### config.mk
export PLATFORM = sky130hd
export DESIGN_NAME = regfile_writeback
export DESIGN_NICKNAME = d
export VERILOG_FILES = /design/src/rtl/regfile_writeback.sv
export SDC_FILE = /design/constraint.sdc
export NUM_CORES = 1
export LEC_CHECK = 0
export CORE_UTILIZATION = 41
export CTS_CLUSTER_DIAMETER = 200
export CTS_CLUSTER_SIZE = 8
export DETAILED_ROUTE_END_ITERATION = 16
export HOLD_SLACK_MARGIN = 0.12
export PLACE_DENSITY = 0.84
export SYNTH_ARGS = -nofsm -noshare
export SYNTH_HDL_FRONTEND = slang
export SYNTH_SLANG_ARGS = --single-unit
### constraint.sdc
create_clock -name clk -period 2.1 [get_ports clk]
set_input_delay 0.315 -clock clk [delete_from_list [all_inputs] [get_ports clk]]
set_output_delay 0.315 -clock clk [all_outputs]
set_load 0.01 [all_outputs]
### src/rtl/regfile_writeback.sv
// regfile_writeback: in-order write-back queue in front of an 8x8 register file.
// Accepts results over valid/ready, drains one entry per cycle onto the
// regfile write port, and forwards still-queued results to both read ports.
// Optional feature macro: REGFILE_WB_R0_ZERO_EN (register 0 hard-wired to zero).
module regfile_writeback #(
  parameter int unsigned DATA_W = 8,
  parameter int unsigned ADDR_W = 3,
  parameter int unsigned DEPTH  = 2
) (
  input  logic                    clk,
  input  logic                    reset,
  input  logic                    res_valid,
  output logic                    res_ready,
  input  logic [ADDR_W-1:0]       res_addr,
  input  logic [DATA_W-1:0]       res_data,
  input  logic                    wr_stall,
  output logic                    we,
  output logic [ADDR_W-1:0]       w_addr,
  output logic [DATA_W-1:0]       w_data,
  input  logic [ADDR_W-1:0]       q_addr_a,
  input  logic [ADDR_W-1:0]       q_addr_b,
  input  logic [DATA_W-1:0]       rf_data_a,
  input  logic [DATA_W-1:0]       rf_data_b,
  output logic [DATA_W-1:0]       fwd_data_a,
  output logic [DATA_W-1:0]       fwd_data_b,
  output logic [$clog2(DEPTH):0]  pending
);

  localparam int unsigned PTR_W = $clog2(DEPTH);
  localparam int unsigned CNT_W = PTR_W + 1;

  logic [ADDR_W-1:0] addr_mem [DEPTH];
  logic [DATA_W-1:0] data_mem [DEPTH];
  logic [PTR_W-1:0]  wr_ptr;
  logic [PTR_W-1:0]  rd_ptr;
  logic              full;
  logic              empty;
  logic              push;
  logic              push_en;
  logic              pop;

  assign full      = (pending == CNT_W'(DEPTH));
  assign empty     = (pending == '0);
  assign res_ready = !full;
  assign push      = res_valid && res_ready;
`ifdef REGFILE_WB_R0_ZERO_EN
  // Writes to register 0 are consumed but dropped.
  assign push_en   = push && (res_addr != '0);
`else
  assign push_en   = push;
`endif
  assign we        = !empty && !wr_stall;
  assign pop       = we;
  assign w_addr    = empty ? '0 : addr_mem[rd_ptr];
  assign w_data    = empty ? '0 : data_mem[rd_ptr];

  // Queue pointers and occupancy; reset discards every queued entry.
  always_ff @(posedge clk or posedge reset) begin
    if (reset) begin
      wr_ptr  <= '0;
      rd_ptr  <= '0;
      pending <= '0;
    end else begin
      if (push_en) wr_ptr <= wr_ptr + PTR_W'(1);
      if (pop)     rd_ptr <= rd_ptr + PTR_W'(1);
      pending <= pending + CNT_W'(push_en) - CNT_W'(pop);
    end
  end

  // Entry storage; contents are only meaningful between rd_ptr and wr_ptr.
  always_ff @(posedge clk) begin
    if (push_en) begin
      addr_mem[wr_ptr] <= res_addr;
      data_mem[wr_ptr] <= res_data;
    end
  end

  // Forwarding: walk oldest to newest so the newest matching entry wins.
  always_comb begin
    fwd_data_a = rf_data_a;
    fwd_data_b = rf_data_b;
    for (int unsigned i = 0; i < DEPTH; i++) begin
      if (CNT_W'(i) < pending) begin
        if (addr_mem[rd_ptr + PTR_W'(i)] == q_addr_a) fwd_data_a = data_mem[rd_ptr + PTR_W'(i)];
        if (addr_mem[rd_ptr + PTR_W'(i)] == q_addr_b) fwd_data_b = data_mem[rd_ptr + PTR_W'(i)];
      end
    end
`ifdef REGFILE_WB_R0_ZERO_EN
    if (q_addr_a == '0) fwd_data_a = '0;
    if (q_addr_b == '0) fwd_data_b = '0;
`endif
  end

endmodule

==> results of run 1 <==
==> stage by stage <==
step	hold slack, ns	setup slack [ns]	power [mW]	instances
after floorplan	0.08108	-0.05594	2.339	181
after global placement	0.4748	-0.5304	3.487	317
after detailed placement	0.4860	-0.5893	3.545	317
after CTS	0.2176	-0.4608	3.864	324
after global routing	0.2434	-0.5611	4.190	323
final	0.2168	-0.4368	3.954	323
==> final timing paths <==
kind | from | endpoint | slack, ns | cells after the start
worst max-delay path | rd_ptr$_DFFE_PP0P_ | fwd_data_a[0] | -0.44 | 7
worst min-delay path | reset | wr_ptr$_DFFE_PP0P_ | 0.22 | 2
worst max register to register | pending[0]$_DFF_PP0_ | pending[1]$_DFF_PP0_ | 0.30 | 8
worst min register to register | wr_ptr$_DFFE_PP0P_ | wr_ptr$_DFFE_PP0P_ | 0.51 | 1
max in group asynchronous | reset | pending[1]$_DFF_PP0_ | 1.72 | 2
min in group clk | wr_ptr$_DFFE_PP0P_ | wr_ptr$_DFFE_PP0P_ | 0.51 | 1
==> cells in the final DEF, fill, tap and decap left out, drive strengths merged, types with 11 or more instances in the layout <==
master / count
clkdlybuf4s50: 49
buf: 44
edfxtp: 22
inv: 18
a21oi: 16
nor3: 16
a221oi: 16
nor2: 14
mux2i: 14
xor2: 11
nand2: 11
==> power by group <==
| group | leakage, nW | switching [mW] | internal, mW | total (mW) |
|---|---|---|---|---|
| registers | 0.250 | 0.110 | 0.724 | 0.835 |
| clock network | 0.0357 | 0.150 | 0.255 | 0.405 |
| logic | 0.891 | 1.36 | 1.35 | 2.71 |
| total | 1.18 | 1.63 | 2.33 | 3.95 |
==> cell type report <==
| cell class | instances | area, sq um |
|---|---|---|
| Fill cell | 327 | 1503 |
| Multi-Input combinational cell | 128 | 1101 |
| Timing Repair Buffer | 95 | 814.5 |
| Sequential cell | 26 | 762.0 |
| Inverter | 18 | 67.56 |
| Tap cell | 52 | 65.06 |
| Clock buffer | 3 | 41.29 |
| Clock inverter | 1 | 30.03 |
==> repair_timing <==
action	4_1_cts	5_1_grt
setup endpoints to repair	26	25
pin swaps	20	4
resized for setup	71	10
setup buffers	3	0
==> sequential cells by signal, summed over array words and instances (netlist names) <==
signal    count
addr_mem      6
data_mem     16
pending       2
rd_ptr        1
wr_ptr        1
==> per-layer routing <==
layer  GRT usage (%)  vias to the layer above  routed length (um)
met5               0                        -                   0
met1           24.61                      767                2105
li1                -                      829                   -
met4           6.000                        0                  38
met2           35.28                       52                2465
met3           2.035                        4                 260
==> worst register-to-register path: stages (launching register included) <==
cell     delay, ns
dfrtp_1       0.45
nor2_4        0.18
buf_4         0.22
nor2_2        0.07
ha_1          0.28
inv_1         0.04
ha_1          0.18
xnor2_1       0.16
xnor2_1       0.14
==> cell families (layout without fill, tap and decap cells) <==
logic type | count (synthesis) | count (layout)
AOI/OAI and AO/OA | 34 | 34
buffers and inverters | 27 | 117
adders and majority gates | 2 | 2
DFF | 26 | 26
and+or+nand+nor | 62 | 62
muxes | 14 | 14
xor gates and xnor gates | 16 | 16
==> impl_metrics.json, run 1 <==
{
  "yosys.cell_types.count": 25,
  "clockBufferDepth": 2,
  "yosys_warnings": 0,
  "routedWlPerCell_um": 15.08,
  "viasPerCell": 5.115,
  "finalSetupViolations": 24,
  "synth_compound_area_share_pct": 18.91,
  "place_hpwl_mm": 3.780,
  "fmax_mhz": 394.2,
  "yosys.area.top_type": "edfxtp_1",
  "critPathBufInv": 2,
  "placed_area_sq_um": 2794,
  "max_slew.worst_pin.slew_ns": 0.5029,
  "critical_path_class": "reg -> out",
  "drt_pass1_iterations": 4,
  "finalSetupTns_ns": -8.393,
  "crit_slowest_cell": "o31a_4",
  "die-area_sq_um": 4858,
  "relSlewSlack_pct": 66.47,
  "coreArea_sq_um": 4384,
  "clock_sinks": 26,
  "cp-start-kind": "register",
  "grt_antenna_before_repair": 0,
  "cp_slowest_stage_delay_ns": 0.40,
  "critical_path_arrival_ns": 2.22,
  "grt_max_degree": 25,
  "die_width_um": 69.70,
  "synth-simple-area-share_pct": 17.18,
  "violations": "setup timing",
  "nNetsFinal": 311,
  "cts_hold_buf": 0,
  "drt_wl_total_mm": 4.870,
  "ys_seq_area_share_pct": 40.48,
  "start_util_pct": 42.87,
  "drtIter0Drc": 70,
  "synth_edf_count": 22,
  "synth_top_family_by_area": "compound AO/OA/AOI/OAI gates",
  "drc": 0,
  "cp_max_fo": 8,
  "cp_cell_sequence": "buf_12 -> mux2i_4 -> xor2_1 -> nand2_2 -> o31a_4 -> a221oi_4 -> buf_2",
  "synth-xor-area-share_pct": 7.457,
  "synthAdderAreaFrac_pct": 1.332,
  "via_count": 1652,
  "fin_crit_ns": 2.537,
  "vdd_drop_max_mv": 0.9717,
  "grt_pass1_wl_mm": 7.665,
  "clkLatencyLatePin_ns": 0.27,
  "hold_violations": 0,
  "syn_area_sq_um": 1879,
  "status": "finished, violations left",
  "drive_above_1_share_pct": 33.21,
  "groute.usage.overall_pct": 19.59,
  "power.leakage_nw": 1.177,
  "setup_ws_ns": -0.4368,
  "syn2layout_area_growth_pct": 53.33,
  "syn_inst": 181,
  "setup.worst_path.end_class": "output port",
  "syn_area_per_cell_sq_um": 10.38,
  "die_h_um": 69.70,
  "fin_util_pct": 65.72,
  "path_clk_slew_ns": 0.09,
  "grt_pass1_vias": 1659,
  "synthTopCellsByArea": "edfxtp_1, a221oi_2, mux2i_1",
  "gp_congestion": 0.8115,
  "placementRows": 24,
  "cp.required_ns": 1.78,
  "hold_path.class": "in -> async",
  "cap_violations": 0,
  "syn-num-nets": 220,
  "postRouteAntennaNets": 0,
  "finClkSkew_ns": 0.003656,
  "synth-seq-cells": 26,
  "synthArstFlopShare_pct": 15.38,
  "crit_family": "compound AO/OA/AOI/OAI gates",
  "overflow": 0,
  "synthMuxAreaShare_pct": 8.322,
  "h-tree-depth": 1,
  "grt_setup_unrepaired": "true",
  "cts-root-buf": "clkbuf_8",
  "cts_tree": "done",
  "pwr_density_cell_nw_per_um2": 1372,
  "synthFlopType": "edfxtp_1",
  "yosysTopAreaCellShare_pct": 35.15,
  "synth.top_cells.by_count": "edfxtp_1, inv_1, a21oi_1, a221oi_2, nor3_1",
  "io_buffers": 67,
  "io_pins": 68,
  "slew_violations": 0,
  "stdcell_area_sq_um": 2882,
  "synth.most_common_cell": "edfxtp_1",
  "cts_buffers": 3,
  "diodes": 0,
  "finalCritPeriodShare_pct": 120.8
}
Power figures use the tool's default switching activity.
==> run 2: changes to the inputs <==
- CORE_UTILIZATION: 41 -> 50
- DONT_BUFFER_PORTS: default -> 1
- PLACE_DENSITY: 0.84 -> 0.75
- SETUP_SLACK_MARGIN: default -> 0.5
==> run 2 against run 1 <==
  * The run still ends with setup timing left
  * Via count is 0.54% higher
  * Wire length is 30% higher
  * Clock power is 34% lower
  * Sequential share of layout area is 1.6 points higher
  * Clock skew hardly changed
  * Critical path type unchanged
==> impl_metrics.json, run 2 (synthesized netlist as in run 1, its figures left out) <==
{
  "fin_crit_ns": 2.699,
  "slew_violations": 0,
  "pwr_density_cell_nw_per_um2": 1629,
  "cp-start-kind": "register",
  "crit_slowest_cell": "dfrtp_1",
  "violations": "setup timing",
  "finalSetupViolations": 16,
  "regMostFlops": "data_mem",
  "coreArea_sq_um": 3468,
  "io_pins": 68,
  "cp_slowest_stage_delay_ns": 0.45,
  "grt_setup_unrepaired": "true",
  "drt_pass1_iterations": 4,
  "clockBufferDepth": 2,
  "setup_ws_ns": -0.5985,
  "groute.usage.overall_pct": 25.75,
  "reg_top3": "data_mem x16, addr_mem x6, pending x2",
  "critical_path_arrival_ns": 2.38,
  "place_hpwl_mm": 3.284,
  "die_width_um": 63.31,
  "status": "finished, violations left",
  "stdcell_area_sq_um": 2720,
  "grt_max_degree": 17,
  "grt_pass1_vias": 1638,
  "nFillCells": 184,
  "via_count": 1661,
  "finalCritPeriodShare_pct": 128.5,
  "seqPwrFrac_pct": 20.7,
  "final_cell_mix": "edfxtp_1, inv_1, a221oi_4",
  "drive_above_1_share_pct": 48.00,
  "drt_wl_total_mm": 6.315,
  "clkLatencyLatePin_ns": 0.26,
  "finalSetupTns_ns": -8.122,
  "syn2layout_area_growth_pct": 44.74,
  "relSlewSlack_pct": 67.93,
  "drc": 0,
  "cp_cell_sequence": "buf_12 -> mux2i_4 -> xor2_1 -> nand2_2 -> buf_4 -> buf_4 -> nor3_1 -> a221oi_4",
  "p_int_mw": 2.363,
  "cts-root-buf": "clkbuf_8",
  "placementRows": 21,
  "finClkSkew_ns": 0.003939,
  "cpMostUsedCell": "buf_4",
  "io_buffers": 0,
  "routedWlPerCell_um": 25.67,
  "hold_path.class": "in -> reg",
  "critical_path_class": "reg -> out",
  "grt_antenna_before_repair": 0,
  "drtIter0Drc": 158,
  "vdd_drop_max_mv": 0.9950,
  "swShare_pct": 46.67,
  "hold_violations": 0,
  "fin_util_pct": 78.43,
  "nNetsFinal": 240,
  "power_frac_clock_pct": 6.0,
  "clock_sinks": 26,
  "cp_max_fo": 8,
  "grt_pass1_wl_mm": 7.941,
  "overflow": 0,
  "finalPower_mw": 4.431,
  "placed_area_sq_um": 2036,
  "postRouteAntennaNets": 0,
  "die_h_um": 63.31,
  "cp.required_ns": 1.78,
  "viasPerCell": 6.752,
  "pwr-share-comb_pct": 73.3,
  "p_switching_mw": 2.068,
  "path_clk_slew_ns": 0.08,
  "cts_tree": "done",
  "gp_congestion": 0.8701,
  "setup.worst_path.end_class": "output port",
  "diodes": 0,
  "power.leakage_nw": 0.9659,
  "fmax_mhz": 370.6,
  "max_slew.worst_pin.slew_ns": 0.4774,
  "cap_violations": 0,
  "start_util_pct": 54.18,
  "layout_commonest_cell": "edfxtp_1",
  "largest_register_ff_count": 16,
  "cts_buffers": 3,
  "die-area_sq_um": 4008,
  "hold_ws_ns": 0.1478,
  "h-tree-depth": 1
}
## run 2: layout make-up
type	count	area [sq um]	share of cell area, %
well taps	46	57.56	2.116
repair buffers	24	311.5	11.45
clock buffers	4	45.04	1.656
inverters	18	70.07	2.576
flip-flops and latches	26	763.2	28.06
multi-input cells	128	1473	54.14
## run 2: power by group through the flow
stage | Combinational (mW) | Sequential, mW | Clock, mW
finish | 3.25 | 0.917 | 0.267
global route | 3.37 | 0.928 | 0.289
CTS | 2.78 | 0.883 | 0.267
detailed placement | 1.94 | 0.860 | 0
global placement | 1.87 | 0.849 | 0
floorplan | 1.60 | 0.804 | 0
## run 2: stage by stage
stage | std cells | worst slack [ns]
6_report | 246 | -0.5985
5_1_grt | 246 | -0.6107
4_1_cts | 244 | -0.3804
3_5_place_dp | 230 | -0.1594
3_3_place_gp | 230 | -0.06874
2_1_floorplan | 181 | -0.05582
## run 2: worst paths after layout
kind                                            from                        to  slack, ns  cells past startpoint
max in group asynchronous                      reset      pending[1]$_DFF_PP0_       1.54                      2
worst max-delay path              rd_ptr$_DFFE_PP0P_             fwd_data_b[3]      -0.60                      8
worst min-delay path                     res_addr[0]  addr_mem[0][0]$_DFFE_PP_       0.15                      0
worst max register to register  pending[0]$_DFF_PP0_      pending[1]$_DFF_PP0_       0.33                      8
worst min register to register    wr_ptr$_DFFE_PP0P_        wr_ptr$_DFFE_PP0P_       0.54                      1
min in group asynchronous                      reset        rd_ptr$_DFFE_PP0P_       0.39                      2
## run 2: worst max-delay path: cells and delay by family (launching register included)
kind,cells,cell delay [ns]
buf+inv,3,0.49
simple gates,2,0.48
flops,1,0.45
mux,1,0.31
xor+xnor,1,0.23
compound gates,1,0.15
## run 2: routing by layer
metal / share of wire [%] / up-vias / track usage (%)
met4: 5.2 / 0 / 15.34
met1: 37 / 819 / 28.08
met2: 50 / 122 / 45.16
met3: 7.7 / 31 / 5.978
li1: - / 689 / -
met5: 0 / - / 0
## run 2: repair_timing
item / 4_1_cts / 5_1_grt
gates resized for setup: 59 / 26
gates cloned: 3 / 0
pin swaps: 15 / 12
hold buffers: 1 / 0
endpoints found under the hold margin: 4 / 0
buffers inserted: 6 / 2
setup endpoints to repair: 51 / 28
==> RTL edit: new RTL, flow settings as in run 1 <==
The parameter `DATA_W` goes from 8 to 10.
--- a/src/rtl/regfile_writeback.sv
+++ b/src/rtl/regfile_writeback.sv
@@ -3,7 +3,7 @@
 // regfile write port, and forwards still-queued results to both read ports.
 // Optional feature macro: REGFILE_WB_R0_ZERO_EN (register 0 hard-wired to zero).
 module regfile_writeback #(
-  parameter int unsigned DATA_W = 8,
+  parameter int unsigned DATA_W = 10,
   parameter int unsigned ADDR_W = 3,
   parameter int unsigned DEPTH  = 2
 ) (
Ports: changed (6 resized); port bits go from 68 to 80. The function was not compared with the original's and may differ.
==> RTL edit against run 1 <==
The flow still finishes with violations (negative setup slack); total power rose by 31%; area after synthesis rose by 2.2%; sequential power up 14%; non-clock buffer count increased by 54; final area grew 28%; sequential cell count up 4; maximum frequency decreased by 17%; worst setup slack lost 0.50 ns; critical endpoint is now fwd_data_b[0]; wire length grew 69%; highest routed layer unchanged; critical path type unchanged.
==> RTL edit: results (changes against run 1) <==
number of global-route vias before repair - 2126 (+28%)
Sequential Power - 954 uW (+14%)
clk_skew - 0.00728 ns (+0.00362 ns)
GRT Total Usage - 31.4% (+12 points)
status - finished with violations
share of cells above drive strength 1 - 48.0% (+15 points)
final worst slack - -0.938 ns (-0.501 ns)
Overall Power - 5200 uW (+31%)
Longest Clk Path Bufs - 2 (unchanged)
# nets final - 369 (+19%)
mux cell area share after synthesis - 13.6% (+5.3 points)
global-route wire length before repair - 11600 um (+51%)
Compound-Gate Fraction of Synth Area - 9.51% (-9.4 points)
largest net degree at the start of global routing - 17 (-32%)
CTS Root Cell - clkbuf_8
# diodes - 0 (unchanged)
Rel. slew slack - 70.1% (+3.7 points)
Max stage delay on crit path - 0.61 ns (+0.21 ns)
critical-path maximum fanout - 8 (unchanged)
H-tree levels - 2 (+1)
DR vias/cell - 5.66 (+11%)
Routed Wire Length - 8240 um (+69%)
gpl congestion - 0.784 (-3.4%)
register area share after synthesis - 45.9% (+5.4 points)
Synth Net Count - 221 (+0.45%)
final setup violation count - 20 (-17%)
Initial DRT Pass Iterations - 4 (unchanged)
Port-buffer cells - 79 (+18%)
setup TNS - -16.99 ns (-8.60 ns)
post-synthesis xor/xnor area fraction - 7.30% (-0.16 points)
maximum VDD drop - 0.000916 V (-5.7%)
Leakage Power - 0.00158 uW (+34%)
Yosys cell types - 26 (+4.0%)
Largest regs - data_mem (20), addr_mem (6), pending (2)
Synth area leaders - edfxtp_1 41%, a221oi_1 8.2%, mux2i_1 6.8%
fillers - 215 (-34%)
Switching Share - 42.4% (+1.2 points)
EDFF count, synth - 26 (+18%)
Clock transition at path regs - 0.07 ns (-0.02 ns)
Commonest cells post-synth - 26 x edfxtp_1, 22 x nor2_1, 21 x inv_1
initial antenna violation count - 0 (unchanged)
failing checks - negative setup slack
cell family with the largest share of critical-path delay - simple AND/OR/NAND/NOR gates
Slowest-stage cell, CP - or4b_4
P_clk - 441 uW (+8.9%)
Async S/R FF share, synth - 13.3% (-2.1 points)
Final HPWL DP - 4370 um (+16%)
Post-Synth Adder-Cell Area - 1.30% (-0.029 points)
Detailed Route Iter0 Violations - 128 (+83%)
number of CTS-inserted buffers - 5 (+2)
RTL edit: cells by family (layout without fill, tap and decap cells):
| kind of cell | after synthesis | after routing |
|---|---|---|
| simple gates | 57 | 57 |
| mux | 20 | 20 |
| fa+ha+maj | 2 | 2 |
| xor+xnor | 16 | 16 |
| compound gates | 22 | 22 |
| buf+inv | 29 | 178 |
| flops | 30 | 30 |
RTL edit: area by class of cell:
cell class / instances / area share, %
timing repair buffer: 149 / 35.9
tap: 52 / 1.76
sequential: 30 / 23.8
multi-input combinational: 117 / 34.2
clock inverter: 2 / 0.237
clock buffer: 6 / 1.96
inverter: 21 / 2.13
RTL edit: timing repair:
item / in CTS / in global routing
setup buffers: 24 / 13
gates resized for setup: 149 / 21
gates cloned: 1 / 0
pin swaps: 6 / 8
setup endpoints to repair: 32 / 32
RTL edit: worst paths after layout:
kind	startpoint	end	slack (ns)	cells past startpoint
min in group clk	wr_ptr$_DFFE_PP0P_	wr_ptr$_DFFE_PP0P_	0.50	1
max in group asynchronous	reset	pending[1]$_DFF_PP0_	1.67	2
min reg2reg	wr_ptr$_DFFE_PP0P_	wr_ptr$_DFFE_PP0P_	0.50	1
max reg2reg	pending[1]$_DFF_PP0_	pending[1]$_DFF_PP0_	0.25	8
max	rd_ptr$_DFFE_PP0P_	fwd_data_b[0]	-0.94	8
min	reset	pending[1]$_DFF_PP0_	0.26	2
RTL edit: per-stage QoR:
stage	std cells	cell area [um^2]	setup slack [ns]
after floorplan	176	2040	-0.211
after global placement	335	3160	-0.903
after detailed placement	335	3160	-0.935
after CTS	367	3550	-0.831
after global routing	377	3700	-0.991
final	377	3700	-0.938
RTL edit: per-layer routing:
metal	track usage (%)	wire (um)
met1	39.6	3360
met3	5.19	468
met5	0	0
met2	50.8	4130
met4	18.2	286
